$ cat src/rtl/instr_fetch.sv
// Instruction fetch unit: a four-state FSM that reads one instruction word from
// memory at pc, captures it for the instruction register and advances pc.
// A watchdog counter limits WAIT to TIMEOUT stalled cycles. On expiry the unit
// stays in ERR until reset.
module instr_fetch #(
  parameter logic [11:0] RESET_PC = 12'h000,
  parameter int          TIMEOUT  = 15
) (
  input  logic        clk,
  input  logic        reset,
  input  logic        start,
  input  logic        pc_load,
  input  logic [11:0] pc_target,
  output logic [11:0] mem_addr,
  output logic        mem_rd,
  input  logic [15:0] mem_rdata,
  input  logic        mem_ready,
  output logic [15:0] instr,
  output logic        IRWrite,
  output logic [11:0] pc,
  output logic        busy,
  output logic        fetch_done,
  output logic        fetch_err
);

  typedef enum logic [1:0] {
    IDLE = 2'b00,
    WAIT = 2'b01,
    LOAD = 2'b10,
    ERR  = 2'b11
  } state_t;

  // The last stalled WAIT cycle is the one where the count already equals TIMEOUT-1.
  localparam logic [7:0] LAST_WAIT = 8'(TIMEOUT - 1);

  state_t      state;
  state_t      state_next;
  logic [7:0]  wait_cnt;

  // Advance the state register; reset returns to IDLE from any state, including ERR.
  always_ff @(posedge clk) begin
    if (reset) begin
      state <= IDLE;
    end else begin
      state <= state_next;
    end
  end

  // Choose the next state from the current state, start and memory handshake.
  always_comb begin
    state_next = state;
    case (state)
      IDLE: if (start) state_next = WAIT;
      WAIT: begin
        if (mem_ready) begin
          state_next = LOAD;
        end else if (wait_cnt == LAST_WAIT) begin
          state_next = ERR;
        end
      end
      LOAD:    state_next = IDLE;
      ERR:     state_next = ERR;
      default: state_next = IDLE;
    endcase
  end

  // Update pc, the captured instruction and the watchdog. pc_target is loaded
  // in IDLE, so a combined start and pc_load fetches from the new address.
  always_ff @(posedge clk) begin
    if (reset) begin
      pc       <= RESET_PC;
      instr    <= 16'h0000;
      wait_cnt <= 8'd0;
    end else begin
      case (state)
        IDLE: begin
          wait_cnt <= 8'd0;
          if (pc_load) pc <= pc_target;
        end
        WAIT: begin
          if (mem_ready) begin
            instr <= mem_rdata;
            pc    <= pc + 12'd1;
          end else begin
            wait_cnt <= wait_cnt + 8'd1;
          end
        end
        default: ;
      endcase
    end
  end

  // Outputs are decoded from the state. pc does not change during WAIT, so it
  // doubles as a stable fetch address.
  always_comb begin
    mem_addr   = pc;
    mem_rd     = (state == WAIT);
    IRWrite    = (state == LOAD);
    fetch_done = (state == LOAD);
    fetch_err  = (state == ERR);
    busy       = (state != IDLE);
  end

endmodule

$ cat config.mk
export PLATFORM = sky130hd
export DESIGN_NAME = instr_fetch
export DESIGN_NICKNAME = d
export VERILOG_FILES = /design/src/rtl/instr_fetch.sv
export SDC_FILE = /design/constraint.sdc
export NUM_CORES = 1
export LEC_CHECK = 0
export CORE_MARGIN = 10
export CORE_UTILIZATION = 46
export DETAILED_ROUTE_END_ITERATION = 6
export PLACE_DENSITY_LB_ADDON = 0.3
export SYNTH_ARGS = -nofsm -noshare
export SYNTH_HDL_FRONTEND = slang
export SYNTH_SLANG_ARGS = --single-unit
$ cat constraint.sdc
create_clock -name clk -period 4.25 [get_ports clk]
set_input_delay 0.6375 -clock clk [delete_from_list [all_inputs] [get_ports clk]]
set_output_delay 0.6375 -clock clk [all_outputs]
set_load 0.05 [all_outputs]
==> summary.txt, run 1 <==
Run status
  – Status: completed

Critical path
  – Startpoint types: register
  – Worst r2r path cells: 5
  – R2R Path End: instr[11]
  – R2r setup slk: 2.14 ns
  – Crit Path Category: register to output port
  – CP max FO: 13
  – Nature of the critical path endpoint: output port
  – R2r startpoint: state[0]
  – Critical path required time: 3.61 ns
  – Crit path DAT: 2.17 ns

Synthesis
  – Sequential element share of the synthesized area: 0.396
  – Synth cell types: 45
  – Cells after Synth: between 200 and 300
  – Flip-flop and latch count after synthesis: 38
  – Mean Syn Cell Area: 7.66 µm²
  – Post-synth EDFFs: 0
  – Syn nets: 287
  – Syn Std Cell Area: 0.00192 mm²
  – Synth Flop Type: dfxtp_1
  – Synth Warn #: 0
  – Asr flop ratio synth: 0

Timing
  – Final Skew: 0.00487 ns
  – RSZ-0062 raised after global routing: no
  – Fin. Hold Viols: 0
  – Setup TNS: 0 ns
  – Minimum clock period: about 2.8 ns
  – Relative slew slack: 0.324
  – Final period util: 0.661
  – Fmax: ~360 MHz
  – Hold WS: 0.453 ns
  – Slew @ Worst Pin: 1.01 ns
  – Final Max Tran Viols: 0
  – Final setup fails: 0

Cells and area
  – Share of layout cells above drive strength 1: 0.0453
  – P&R area growth vs syn: 39.6%
  – # fillers: 368
  – Net count, final: approximately 350
  – Fin util: 0.666
  – Design Area, Final: 0.00268 mm²
  – Number of diodes: 0
  – Most common cell after layout, fill and taps aside: clkdlybuf4s50_1
  – FF/Latch Area: 761 µm²
  – Most frequent cells in the layout: clkdlybuf4s50_1 (77), nand2_1 (54), dfxtp_1 (38), a21oi_1 (31), nor2_1 (17)
  – Multi-input gate area: 968 µm²

Routing
  – 1st-pass router iterations: 4
  – Initial drt markers: 166
  – Total wire length: 5510 µm
  – DRC Markers: 0
  – Post-DRT Antenna Nets: 0
  – Via Count: 1939
  – Wire per inst: 15.3 µm
  – Via density: 5.40

Global routing
  – Initial antenna violation count: 0
  – Number of global-route vias before repair: 1833
  – Total GRT Usage: 0.150
  – GRT Residual Overflow: 0
  – First-pass GRT wire length: 9020 µm
  – Pin count of the biggest net entering global routing: 36

Floorplanning
  – Initial Utilization: 0.477
  – Row count: 23
  – Top Ports: 78
  – Area of the core: 0.00403 mm²
  – Die H: 84.6 µm
  – Die Width: ~85 µm
  – Die ar.: 0.00716 mm²

Clocking
  – Skew-Pair Late Insertion Delay: ~0.29 ns
  – Clock transition at path regs: around 0.070 ns
  – Max clock buf depth: 2
  – Post-CTS resize count: 0
  – TritonCTS clock tree: built
  – Clock root buffer: clkbuf_8
  – CTS Hold Buffers Added: 0
  – # clock sinks: 38
  – CTS buffer count: 5
  – Post-CTS Setup Bufs: 0
  – CTS H-tree lvls: 2

Power and ir drop
  – Cell Pwr Density: 334 mW/mm²
  – Leakage power: 0.970 nW
  – Worst vdd ir: 0.229 mV

Hold path
  – Hold path startpoint: instr[12]
  – Hold Path Depth: 2
  – Worst hold path class: register to register
  – Hold endpoint: instr[12]

Placed design
  – IO Port Bufs: 77
  – Dpl cell area: between 0.002 and 0.003 mm²
  – GP Congestion: 0.826
  – Final HPWL DP: 3990 µm

Flow run
  – Maxcap violations: 0
## sequential cells by signal (all words and copies together), names as in the netlist
name      count
instr        16
mem_addr     12
wait_cnt      8
state         2
## final cells by class
type                            count  share of cell area
Sequential cell                    38               0.284
Clock buffer                        5              0.0257
Clock inverter                      2             0.00373
Multi-Input combinational cell    178               0.361
Tap cell                           50              0.0233
Inverter                            7             0.00979
Timing Repair Buffer               79               0.293
## worst max-delay path by stage
stage / startpoint / endpoint / cells after the start
after floorplan: state[1] / fetch_done / 4
after global placement: mem_ready / mem_addr[7] / 5
after detailed placement: mem_ready / mem_addr[7] / 5
after CTS: state[0] / mem_rd / 3
after global routing: state[0] / mem_rd / 3
final: state[0] / mem_rd / 3
## synthesized netlist by cell type, types with 2 or more instances
cell / number / area, µm²
nor3_1: 4 / 20.0
o311a_1: 2 / 20.0
nand2_1: 54 / 203
and2_1: 3 / 18.8
clkbuf_1: 9 / 33.8
dfxtp_1: 38 / 761
nand3_1: 4 / 20.0
a31oi_1: 2 / 12.5
nor2_1: 17 / 63.8
mux2_2: 3 / 33.8
a311oi_1: 3 / 26.3
buf_4: 13 / 97.6
buf_2: 4 / 20.0
o31ai_1: 3 / 22.5
ha_1: 3 / 37.5
o21ai_0: 10 / 50.1
nand4_1: 9 / 56.3
nand2b_1: 3 / 18.8
and3_1: 4 / 25.0
a21oi_1: 31 / 155
inv_1: 7 / 26.3
or2_2: 2 / 12.5
## routing by layer
layer | GRT usage | share of wire | up-vias
li1 | - | - | 980
met1 | 0.178 | 0.42 | 903
met2 | 0.246 | 0.50 | 49
met3 | 0.0531 | 0.066 | 7
met4 | 0.0494 | 0.013 | 0
met5 | 0 | 0 | -
## worst max-delay path: stages, from the launching register on
cell and delay (ns):
dfxtp_1 0.57, nand2b_1 0.12, inv_1 0.31, clkdlybuf4s50_1 0.88
## metrics by stage
| step | setup slack (ns) | power (mW) | instances |
|---|---|---|---|
| finish | 1.44 | 0.895 | 359 |
| CTS | 1.44 | 0.901 | 359 |
| detailed placement | 1.59 | 0.668 | 352 |
| floorplan | 1.90 | 0.582 | 251 |
| global route | 1.25 | 0.935 | 359 |
| global placement | 1.66 | 0.666 | 352 |
## power breakdown
| group | internal [mW] | leakage (nW) | switching [mW] |
|---|---|---|---|
| Combinational | 0.0977 | 0.616 | 0.165 |
| Clock | 0.110 | 0.0438 | 0.125 |
| Sequential | 0.373 | 0.310 | 0.0240 |
## kinds of logic (layout without fill, tap and decap cells)
logic type      after synthesis  count (layout)  share of synthesized area
simple gates                109             109                      0.264
compound gates               62              62                      0.197
flops                        38              38                      0.396
buf+inv                      35              93                      0.100
mux                           4               4                     0.0228
fa+ha+maj                     3               3                     0.0195
(Power assumes the default switching activity.)
==> run 2: changes to the inputs <==
Settings changed: CORE_UTILIZATION 46 to 39.
Clock period 4.25 ns to 2.45 ns, I/O delays scaled along.
==> run 2 against run 1 <==
First-iteration DRC count is 20% lower. Combinational power is 78% higher. Critical path type unchanged. Routed wire length is 0.69% higher. Critical path depth is 1 lower. Largest power group unchanged. Critical endpoint is now busy.
==> summary.txt, run 2 (synthesis results as in run 1) <==
Cells and area
  – Number of flip-flops under the largest register name: 16 (unchanged)
  – P&R area growth vs syn: 42.5%
  – Share of layout cells above drive strength 1: 0.0671 (+0.0218)
  – Fin util: 0.576 (-0.0898)
  – Net count, final: 349 (+1.2%)
  – # fillers: 481 (+31%)
  – Most frequent cells in the layout: clkdlybuf4s50_1 (74), nand2_1 (54), dfxtp_1 (38), a21oi_1 (31), nor2_1 (17)
  – Most flop-heavy register: instr
  – Number of diodes: 0 (unchanged)
  – Most common cell after layout, fill and taps aside: clkdlybuf4s50_1
  – Multi-input gate area: 968 µm² (unchanged)
  – Non-Filler Instances: 380 (+5.8%)
  – FF/Latch Area: 761 µm² (unchanged)

Timing
  – Setup TNS: 0 ns (unchanged)
  – Hold WS: 0.455 ns (+0.00198 ns)
  – Fin. Hold Viols: 0 (unchanged)
  – RSZ-0062 raised after global routing: no
  – Minimum clock period: 2.27 ns
  – Final Skew: 0.00945 ns (+0.00459 ns)
  – Final Max Tran Viols: 0 (unchanged)
  – Final WS setup: 0.180 ns (-1.26 ns)
  – Final setup fails: 0 (unchanged)
  – Relative slew slack: 0.638 (+0.314)
  – Fmax: 440 MHz
  – Final period util: 0.927
  – Slew @ Worst Pin: 0.542 ns (-0.468 ns)

Routing
  – Post-DRT Antenna Nets: 0 (unchanged)
  – DRC Markers: 0 (unchanged)
  – Via density: 5.01 (-7.2%)
  – 1st-pass router iterations: 4 (unchanged)
  – Via Count: 1904 (-1.8%)
  – Wire per inst: 14.6 µm (-4.9%)
  – Initial drt markers: 132 (-20%)
  – Total wire length: 5540 µm (+0.69%)

Placed design
  – Post-placement cell count: 373 (+6.0%)
  – Setup WS pre-CTS: 0.411 ns (-1.18 ns)
  – GP Congestion: 0.831 (+0.63%)
  – Final HPWL DP: 4230 µm (+6.1%)
  – IO Port Bufs: 77 (unchanged)

Critical path
  – R2R Path End: mem_addr[2]
  – R2r setup slk: 0.50 ns (-1.64 ns)
  – CP Depth: 2 (-1)
  – CP max FO: 13 (unchanged)
  – Crit Path Category: register to output port
  – Setup crit start: state[0]
  – Worst r2r path cells: 6 (+1)
  – Capture point of the critical path: busy
  – Worst path max stage delay: 0.81 ns (-0.07 ns)
  – Critical-path cell list: or2_2, clkdlybuf4s50_1
  – Critical path required time: 2.08 ns (-1.53 ns)
  – Startpoint types: register
  – R2r startpoint: state[0]
  – Nature of the critical path endpoint: output port
  – Crit path DAT: 1.90 ns (-0.27 ns)
  – Crit path buf inv count: 1 (-1)
  – CP delay by family, top: buffers and inverters
  – CP max stage cell: clkdlybuf4s50_1

Floorplanning
  – Die H: 90.2 µm (+6.6%)
  – Die Width: 90.2 µm (+6.6%)
  – Initial Utilization: 0.404 (-0.0728)
  – Die ar.: 0.00814 mm² (+14%)
  – Top Ports: 78 (unchanged)
  – Area of the core: 0.00475 mm² (+18%)
  – Row count: 25 (+8.7%)

Clocking
  – TritonCTS clock tree: built
  – Clock root buffer: clkbuf_8
  – Post-CTS resize count: 0 (unchanged)
  – Clock transition at path regs: 0.08 ns (about the same)
  – CTS Hold Buffers Added: 0 (unchanged)
  – Max clock buf depth: 2 (unchanged)
  – Skew-Pair Late Insertion Delay: 0.29 ns (about the same)
  – CTS buffer count: 5 (unchanged)
  – Post-CTS Setup Bufs: 0 (unchanged)
  – CTS H-tree lvls: 2 (unchanged)
  – # clock sinks: 38 (unchanged)

Global routing
  – GRT Residual Overflow: 0 (unchanged)
  – First-pass GRT wire length: 9340 µm (+3.6%)
  – Pin count of the biggest net entering global routing: 33 (-8.3%)
  – Total GRT Usage: 0.134 (-0.0165)
  – Number of global-route vias before repair: 1894 (+3.3%)
  – Initial antenna violation count: 0 (unchanged)

Power and ir drop
  – Cell Pwr Density: 568 mW/mm² (+70%)
  – Worst vdd ir: 0.291 mV (+27%)
  – Clock group share of total power: 0.258 (-0.005)
  – Net Switching: 0.539 mW (+72%)
  – Combinational share of power: 0.299 (+0.006)
  – Leakage power: 0.999 nW (+3.0%)
  – Internal power: 1.02 mW (+75%)
  – Switch share: 0.346 (-0.00409)
  – Part of the power in registers: 0.443 (about the same)

Hold path
  – Worst hold path class: register to register

Run status
  – Status: completed

Flow run
  – Maxcap violations: 0 (unchanged)
-- run 2: metal layers --
metal / share of wire / global-route usage / vias up
li1: - / - / 985
met1: 0.45 / 0.162 / 856
met2: 0.48 / 0.222 / 56
met3: 0.060 / 0.0407 / 7
met4: 0.012 / 0.0398 / 0
met5: 0 / 0 / -
-- run 2: power groups by stage --
| stage | sequential, mW | clock (mW) | combinational, mW |
|---|---|---|---|
| after floorplan | 0.787 | 0 | 0.223 |
| after global placement | 0.702 | 0 | 0.465 |
| after detailed placement | 0.704 | 0 | 0.468 |
| after CTS | 0.689 | 0.417 | 0.470 |
| after global routing | 0.697 | 0.443 | 0.497 |
| final | 0.689 | 0.401 | 0.466 |
-- run 2: stage by stage --
step	area (µm²)	power, mW
2_1_floorplan	1920	1.01
6_report	2740	1.56
5_1_grt	2740	1.64
3_3_place_gp	2660	1.17
3_5_place_dp	2660	1.17
4_1_cts	2740	1.58
-- run 2: worst min path at each step --
stage,startpoint,end,slack (ns),cells past startpoint
4_1_cts,instr[8],instr[8],0.46,2
6_report,instr[8],instr[8],0.46,2
3_3_place_gp,instr[5],instr[5],0.44,2
3_5_place_dp,instr[8],instr[8],0.45,2
2_1_floorplan,wait_cnt[7],wait_cnt[7],0.44,1
5_1_grt,instr[0],instr[0],0.48,2
-- run 2: worst reg2reg max path: stages (launching register included) --
cell and delay [ns]:
dfxtp_1 0.57, nand2b_1 0.30, inv_1 0.30, buf_4 0.20, mux2_2 0.34, nand2_1 0.06
a21oi_1 0.05
-- run 2: layout make-up --
| class | count | share of cell area |
|---|---|---|
| Clock inverter | 2 | 0.00365 |
| Multi-Input combinational cell | 178 | 0.354 |
| Inverter | 7 | 0.00959 |
| Timing Repair Buffer | 83 | 0.300 |
| Clock buffer | 5 | 0.0251 |
| Tap cell | 67 | 0.0306 |
| Sequential cell | 38 | 0.278 |
==> run 3: changes to the inputs <==
Settings changed: CTS_CLUSTER_DIAMETER from default to 30.
==> results of run 3 <==
The final DEF is identical to that of run 2; final timing and power are the same.
